===== src/rtl/mem_pkg.sv =====
// Shared types for the main-memory arbiter and its write path.
//   owner_t   : who a read beat belongs to (none, icache, dcache)
//   state_t   : read-grant FSM states
//   rd_tag_t  : one stage of the returning-read owner tag pipeline
//   line_ofs(): word-offset bits inside a cache line
package mem_pkg;

    typedef enum logic [1:0] {
        OWN_NONE = 2'd0,
        OWN_IC   = 2'd1,
        OWN_DC   = 2'd2
    } owner_t;

    typedef enum logic [1:0] {
        ST_IDLE   = 2'd0,
        ST_OWN_IC = 2'd1,
        ST_OWN_DC = 2'd2
    } state_t;

    typedef struct packed {
        logic   vld;
        owner_t owner;
    } rd_tag_t;

    function automatic int line_ofs(input int line_width);
        return $clog2(line_width);
    endfunction

endpackage


===== src/rtl/mem_wr_buffer.sv =====
// One-entry write buffer holding a single {addr, data} pair.
//   clk, rst   : clock, synchronous active-high reset (clears full only)
//   push       : load push_addr/push_data (caller guarantees room or same-cycle pop)
//   pop        : entry has been accepted downstream
//   full       : an entry is held
//   addr, data : held entry
module mem_wr_buffer #(
    parameter int ADDR_WIDTH = 16,
    parameter int DATA_WIDTH = 32
) (
    input  logic                  clk,
    input  logic                  rst,
    input  logic                  push,
    input  logic                  pop,
    input  logic [ADDR_WIDTH-1:0] push_addr,
    input  logic [DATA_WIDTH-1:0] push_data,
    output logic                  full,
    output logic [ADDR_WIDTH-1:0] addr,
    output logic [DATA_WIDTH-1:0] data
);

    // A push wins over a pop so a same-cycle pop+push reloads and stays full.
    always_ff @(posedge clk) begin
        if (rst) begin
            full <= 1'b0;
        end else if (push) begin
            full <= 1'b1;
        end else if (pop) begin
            full <= 1'b0;
        end
    end

    always_ff @(posedge clk) begin
        if (push) begin
            addr <= push_addr;
            data <= push_data;
        end
    end

endmodule


===== src/rtl/mem_arbiter.sv =====
// Shares one main-memory port between the instruction cache (read-only) and
// the data cache (read + write). Read grants are held for a cache-line burst,
// returning words are routed by an owner-tag pipeline, and data-cache writes
// go through a one-entry write buffer.
//   ic_rd_*  : icache read request / returned word
//   dc_rd_*  : dcache read request / returned word
//   dc_wr_*  : dcache write request, dc_wr_rdy = buffer can accept
//   mem_rd_* : memory read issue channel and returning data
//   mem_wr_* : memory write channel (independent of reads)
module mem_arbiter
    import mem_pkg::*;
#(
    parameter int ADDR_WIDTH     = 16,
    parameter int DATA_WIDTH     = 32,
    parameter int LINE_WIDTH     = 4,
    parameter int MEM_RD_LATENCY = 2,
    parameter int MAX_HOLD       = 8
) (
    input  logic                  clk,
    input  logic                  rst,
    input  logic [ADDR_WIDTH-1:0] ic_rd_addr,
    input  logic                  ic_rd_en,
    output logic [DATA_WIDTH-1:0] ic_rd_data,
    output logic                  ic_rd_valid,
    input  logic [ADDR_WIDTH-1:0] dc_rd_addr,
    input  logic                  dc_rd_en,
    output logic [DATA_WIDTH-1:0] dc_rd_data,
    output logic                  dc_rd_valid,
    input  logic [ADDR_WIDTH-1:0] dc_wr_addr,
    input  logic [DATA_WIDTH-1:0] dc_wr_data,
    input  logic                  dc_wr_en,
    output logic                  dc_wr_rdy,
    output logic [ADDR_WIDTH-1:0] mem_rd_addr,
    output logic                  mem_rd_en,
    input  logic [DATA_WIDTH-1:0] mem_rd_data,
    input  logic                  mem_rd_valid,
    output logic [ADDR_WIDTH-1:0] mem_wr_addr,
    output logic [DATA_WIDTH-1:0] mem_wr_data,
    output logic                  mem_wr_en,
    input  logic                  mem_wr_rdy
);

    localparam int OFS = line_ofs(LINE_WIDTH);
    localparam int LAT = MEM_RD_LATENCY;
    localparam int HW  = $clog2(MAX_HOLD + 1);
    localparam int LW  = ADDR_WIDTH - OFS;

    state_t          state;
    owner_t          last_grant;
    logic [LW-1:0]   line;
    logic [HW-1:0]   hold_cnt;
    rd_tag_t         tag_p [LAT];

    owner_t                owner;
    logic                  sel_en;
    logic [ADDR_WIDTH-1:0] sel_addr;
    logic                  other_req;
    logic                  line_chg;
    logic                  hold_max;
    logic                  rel;
    logic                  hazard;

    logic                  wb_full;
    logic                  wb_push;
    logic                  wb_pop;
    logic [ADDR_WIDTH-1:0] wb_addr;
    logic [DATA_WIDTH-1:0] wb_data;

    // Current owner's request; everything is zero while idle.
    always_comb begin
        owner     = OWN_NONE;
        sel_en    = 1'b0;
        sel_addr  = '0;
        other_req = 1'b0;
        case (state)
            ST_OWN_IC: begin
                owner     = OWN_IC;
                sel_en    = ic_rd_en;
                sel_addr  = ic_rd_addr;
                other_req = dc_rd_en;
            end
            ST_OWN_DC: begin
                owner     = OWN_DC;
                sel_en    = dc_rd_en;
                sel_addr  = dc_rd_addr;
                other_req = ic_rd_en;
            end
            default: ;
        endcase
    end

    // A read to the address still sitting in the write buffer must wait for
    // the write to drain; the grant is kept meanwhile.
    assign hazard      = wb_full & (sel_addr == wb_addr);
    assign mem_rd_en   = sel_en & ~hazard;
    assign mem_rd_addr = sel_addr;

    assign line_chg = (sel_addr[ADDR_WIDTH-1:OFS] != line);
    assign hold_max = (hold_cnt == HW'(MAX_HOLD - 1));
    // Line changes and hold expiry only give up the grant when someone waits.
    assign rel      = ~sel_en | (other_req & (line_chg | hold_max));

    always_ff @(posedge clk) begin
        if (rst) begin
            state      <= ST_IDLE;
            last_grant <= OWN_IC;
            line       <= '0;
            hold_cnt   <= '0;
        end else begin
            case (state)
                ST_IDLE: begin
                    hold_cnt <= '0;
                    if (ic_rd_en && (!dc_rd_en || last_grant == OWN_DC)) begin
                        state <= ST_OWN_IC;
                        line  <= ic_rd_addr[ADDR_WIDTH-1:OFS];
                    end else if (dc_rd_en) begin
                        state <= ST_OWN_DC;
                        line  <= dc_rd_addr[ADDR_WIDTH-1:OFS];
                    end
                end
                default: begin
                    if (!hold_max) hold_cnt <= hold_cnt + 1'b1;
                    if (rel) begin
                        state      <= ST_IDLE;
                        last_grant <= owner;
                    end else if (line_chg) begin
                        line <= sel_addr[ADDR_WIDTH-1:OFS];
                    end
                end
            endcase
        end
    end

    // ---- tag pipeline: issue -> return, one stage per cycle of latency ----
    always_ff @(posedge clk) begin
        if (rst) begin
            for (int i = 0; i < LAT; i++) tag_p[i] <= '{vld: 1'b0, owner: OWN_NONE};
        end else begin
            tag_p[0] <= '{vld: mem_rd_en, owner: owner};
            for (int i = 1; i < LAT; i++) tag_p[i] <= tag_p[i-1];
        end
    end

    // ---- return routing ----
    assign ic_rd_valid = mem_rd_valid & tag_p[LAT-1].vld & (tag_p[LAT-1].owner == OWN_IC);
    assign dc_rd_valid = mem_rd_valid & tag_p[LAT-1].vld & (tag_p[LAT-1].owner == OWN_DC);
    assign ic_rd_data  = mem_rd_data;
    assign dc_rd_data  = mem_rd_data;

    // ---- write path ----
    assign wb_pop    = wb_full & mem_wr_rdy;
    assign dc_wr_rdy = ~wb_full | mem_wr_rdy;
    assign wb_push   = dc_wr_en & dc_wr_rdy;

    mem_wr_buffer #(
        .ADDR_WIDTH (ADDR_WIDTH),
        .DATA_WIDTH (DATA_WIDTH)
    ) u_wr_buffer (
        .clk       (clk),
        .rst       (rst),
        .push      (wb_push),
        .pop       (wb_pop),
        .push_addr (dc_wr_addr),
        .push_data (dc_wr_data),
        .full      (wb_full),
        .addr      (wb_addr),
        .data      (wb_data)
    );

    // Buffer storage is not reset, so the port is gated to read zero when empty.
    assign mem_wr_en   = wb_full;
    assign mem_wr_addr = wb_full ? wb_addr : '0;
    assign mem_wr_data = wb_full ? wb_data : '0;

endmodule


===== config.mk =====
export PLATFORM = sky130hd
export DESIGN_NAME = mem_arbiter
export DESIGN_NICKNAME = d
export VERILOG_FILES = /design/src/rtl/mem_pkg.sv /design/src/rtl/mem_wr_buffer.sv /design/src/rtl/mem_arbiter.sv
export SDC_FILE = /design/constraint.sdc
export NUM_CORES = 1
export LEC_CHECK = 0
export CAP_MARGIN = 20
export CORE_MARGIN = 4
export CORE_UTILIZATION = 39
export DETAILED_ROUTE_END_ITERATION = 7
export PLACE_DENSITY = 0.93
export SYNTH_ARGS = -nofsm -noshare
export SYNTH_HDL_FRONTEND = slang
export SYNTH_HIERARCHICAL = 1
export SYNTH_SLANG_ARGS = --single-unit

===== constraint.sdc =====
create_clock -name clk -period 3.5 [get_ports clk]
set_input_delay 0.7 -clock clk [delete_from_list [all_inputs] [get_ports clk]]
set_output_delay 0.7 -clock clk [all_outputs]
set_load 0.05 [all_outputs]

==> results.md <==
* Final worst slack at 52.3 ps
* Worst clock skew at 10.3 ps
* Post-synthesis cell type count at 44
* Vias in the first global route at 4178
* Total track usage at 23.5%
* # fillers at 823
* Initial antenna violation count at 0
* Switching Fraction at 30.6%
* Synthesis-to-layout area growth at 40.0%
* Largest net degree at the start of global routing at 51
* Lkg Pwr at 2.38 nW
* Die area at 13500 sq um
* 1st-iter DRT viols at 369
* Total core area at 11400 sq um
* Warnings from Yosys at 6
* Cts bufs inserted at 9
* Crit path DAT at 2750 ps
* Worst reg2reg path depth at 11
* DRC viols at 0
* Place WS at 150 ps
* Cells after Synth at 448
* Die Y at 116 microns
* Worst vdd ir at 0.000436 V
* Critical-path maximum fanout at 12
* PortBufs at 155
* Die Width at 116 microns
* Top-count cell post-synth: buf_4
* Pint at 2.00 mW
* Std cell rows at 39
* F_max at 290 MHz
* Worst Hold Path Cells at 1
* NetSw at 0.880 mW
* Via-to-Cell Ratio at 5.68
* Ys async rst share at 0%
* Worst hold margin at 440 ps
* Seq pwr share at 37.7%
* PwrDens at 450 nW/um^2
* EDFF count, synth at 48
* First-pass GRT wire length at 23.6 mm
* Yosys top cell area share at 31.6%
* Final setup fails at 0
* Hold-fix buffers at CTS at 0
* Gate power share at 27.2%
* Crit path kind: reg -> out
* Clk pwr share at 35.2%
* Cell Area, Synth at 4570 sq um
* DRT Wirelength at 16.4 mm
* Startpoint Class: flip-flop
* CTS tree: built
* Synth top cells by count: 64 x buf_4, 50 x and2_1, 48 x edfxtp_1, 32 x nor2_1, 30 x mux2i_1
* Slew of the pin with the lowest slew margin at 958 ps
* Nets at 666
* Period utilization at 98.5%
* Reg2reg end: line[13]
* Clock sinks at 77
* Worst R2R Setup Slack at 420 ps
* Syn avg cell area at 10.2 sq um
* Rel. slew slack at 35.9%
* Root Driver: clkbuf_16
* Hold EP: tag_p[0][5]
* Clk_lat worst skew at 340 ps
* H-tree levels at 3
* Leading post-synthesis cells by cell area: edfxtp_1 32%, dfxtp_1 13%, buf_4 11%
* Final hold violations at 0
* GRT overflow at 0
* WL/cell at 23.7 microns
* Worst setup EP type: output port
* CTS clk-pin slew, worst paths at 60 ps
* Initial core utilization at 40.0%
* DPL Wire Length at 11.2 mm
* Critical Path RT at 2800 ps
* Yosys reg bits at 77
* Post-Syn Nets at 573
* Max clock buf depth at 2
* Status: finished clean
* Final Wtd Congestion at 0.907
* Fraction of layout instances using a drive strength above 1 at 13.9%
* Router iterations before antenna repair at 5
* Min-delay src: tag_p[0][2]
* Cell taking the most area after synthesis: edfxtp_1
* Worst r2r src: state[0]
* Vias at 3916
* Final slew viol count at 0
* Max Cap Violations at 0
* Ys flop type: edfxtp_1
* Class of the most critical hold timing path: reg -> reg
* Final ANT Viol Nets at 0
* Register area share after synthesis at 44.3%
* Crit path time final at 3450 ps
* # IOs at 252
* Number of diodes at 0
## cell families after synthesis
group                      Yosys count  synth area share (%)
AOI/OAI and AO/OA                   60                  9.56
xor gates and xnor gates            17                  3.26
adders and majority gates            6                  1.64
buffers and inverters               99                  14.3
DFF                                 77                  44.3
muxes                               31                  6.82
and+or+nand+nor                    158                  20.1
## sequential cells by signal, summed over array words and instances, names as in the netlist
signal,cells
u_wr_buffer/data,32
u_wr_buffer/addr,16
line,14
tag_p,6
hold_cnt,4
last_grant,2
state,2
u_wr_buffer/full,1
## power groups by stage
stage / registers, mW / clock network (mW) / logic, mW
after floorplan: 1.09 / 0 / 0.660
after global placement: 1.09 / 0 / 0.729
after detailed placement: 1.10 / 0 / 0.749
after CTS: 1.08 / 1.01 / 0.768
after global routing: 1.09 / 1.06 / 0.819
final: 1.08 / 1.01 / 0.782
## critical path: stages (launching register included)
cell and delay, ps:
dfxtp_1 360, inv_1 110, ha_2 280, buf_4 220, a22oi_2 270, nor2_4 80, xor2_1 160, nor4_1 290
and4_2 350, a31oi_4 90, buf_4 200
## layout make-up
class                           instances  area, sq um  share of cell area, %
Tap cell                              143          179                   2.80
Multi-Input combinational cell        272         2010                   31.5
Inverter                                9         33.8                  0.528
Clock buffer                           10          229                   3.58
Sequential cell                        77         2020                   31.6
Timing Repair Buffer                  172         1830                   28.6
Clock inverter                          6         87.6                   1.37
## cell usage in the layout (no fill, tap or decap), types with 2 or more instances in the layout
cell type | Yosys | routed
a211o_1 | 14 | 14
a21bo_2 | 2 | 2
a21o_1 | 3 | 3
a21oi_1 | 3 | 3
a22o_1 | 3 | 3
a22oi_1 | 13 | 9
a22oi_2 | 0 | 4
and2_1 | 50 | 49
buf_12 | 1 | 15
buf_4 | 64 | 17
bufinv_16 | 0 | 2
clkbuf_16 | 0 | 9
clkdlybuf4s50_1 | 0 | 139
clkinv_2 | 0 | 2
clkinv_4 | 0 | 2
dfxtp_1 | 29 | 29
edfxtp_1 | 48 | 48
ha_1 | 6 | 4
ha_2 | 0 | 2
inv_1 | 8 | 8
mux2i_1 | 30 | 30
nand2_1 | 10 | 10
nand2b_1 | 19 | 19
nand3_1 | 2 | 2
nand3b_1 | 2 | 2
nand4b_1 | 6 | 6
nor2_1 | 32 | 20
nor2_2 | 0 | 3
nor2_4 | 0 | 9
nor2b_1 | 6 | 6
nor3_1 | 12 | 12
nor3b_1 | 3 | 3
nor4_1 | 5 | 5
o21ai_0 | 13 | 13
o31ai_1 | 3 | 3
or3_1 | 6 | 6
xnor2_1 | 5 | 5
xor2_1 | 12 | 12
## per-layer routing
metal / vias up / wire length (microns) / GRT usage (%)
met5: - / 0 / 0
met4: 0 / 956 / 14.8
met3: 105 / 1980 / 8.86
met2: 304 / 8180 / 40.7
met1: 1814 / 5240 / 23.9
li1: 1693 / - / -
## worst max path at each step
stage	startpoint	end	slack (ps)
detailed placement	ic_rd_addr[6]	mem_rd_en	150
global placement	ic_rd_addr[6]	mem_rd_en	190
CTS	state[1]	mem_rd_en	20
finish	state[1]	mem_rd_en	50
floorplan	state[0]	mem_rd_en	140
global route	state[0]	mem_rd_en	-30
## through the flow
stage / cells / utilization, % / setup TNS, ps / power [mW] / area [sq um]
floorplan: 448 / - / 0 / 1.75 / 4660
global placement: 672 / 52.9 / 0 / 1.82 / 6040
detailed placement: 672 / 52.9 / 0 / 1.85 / 6040
CTS: 688 / 55.8 / 0 / 2.86 / 6370
global route: 689 / 56.0 / -28.5 / 2.96 / 6390
finish: 689 / 56.0 / 0 / 2.88 / 6390
## repair_timing
action,4_1_cts,5_1_grt
gates resized for setup,4,4
setup buffers,0,1
pin swaps,0,1
cloned,0,0
setup endpoints to repair,1,1
Power figures use the tool's default switching activity.
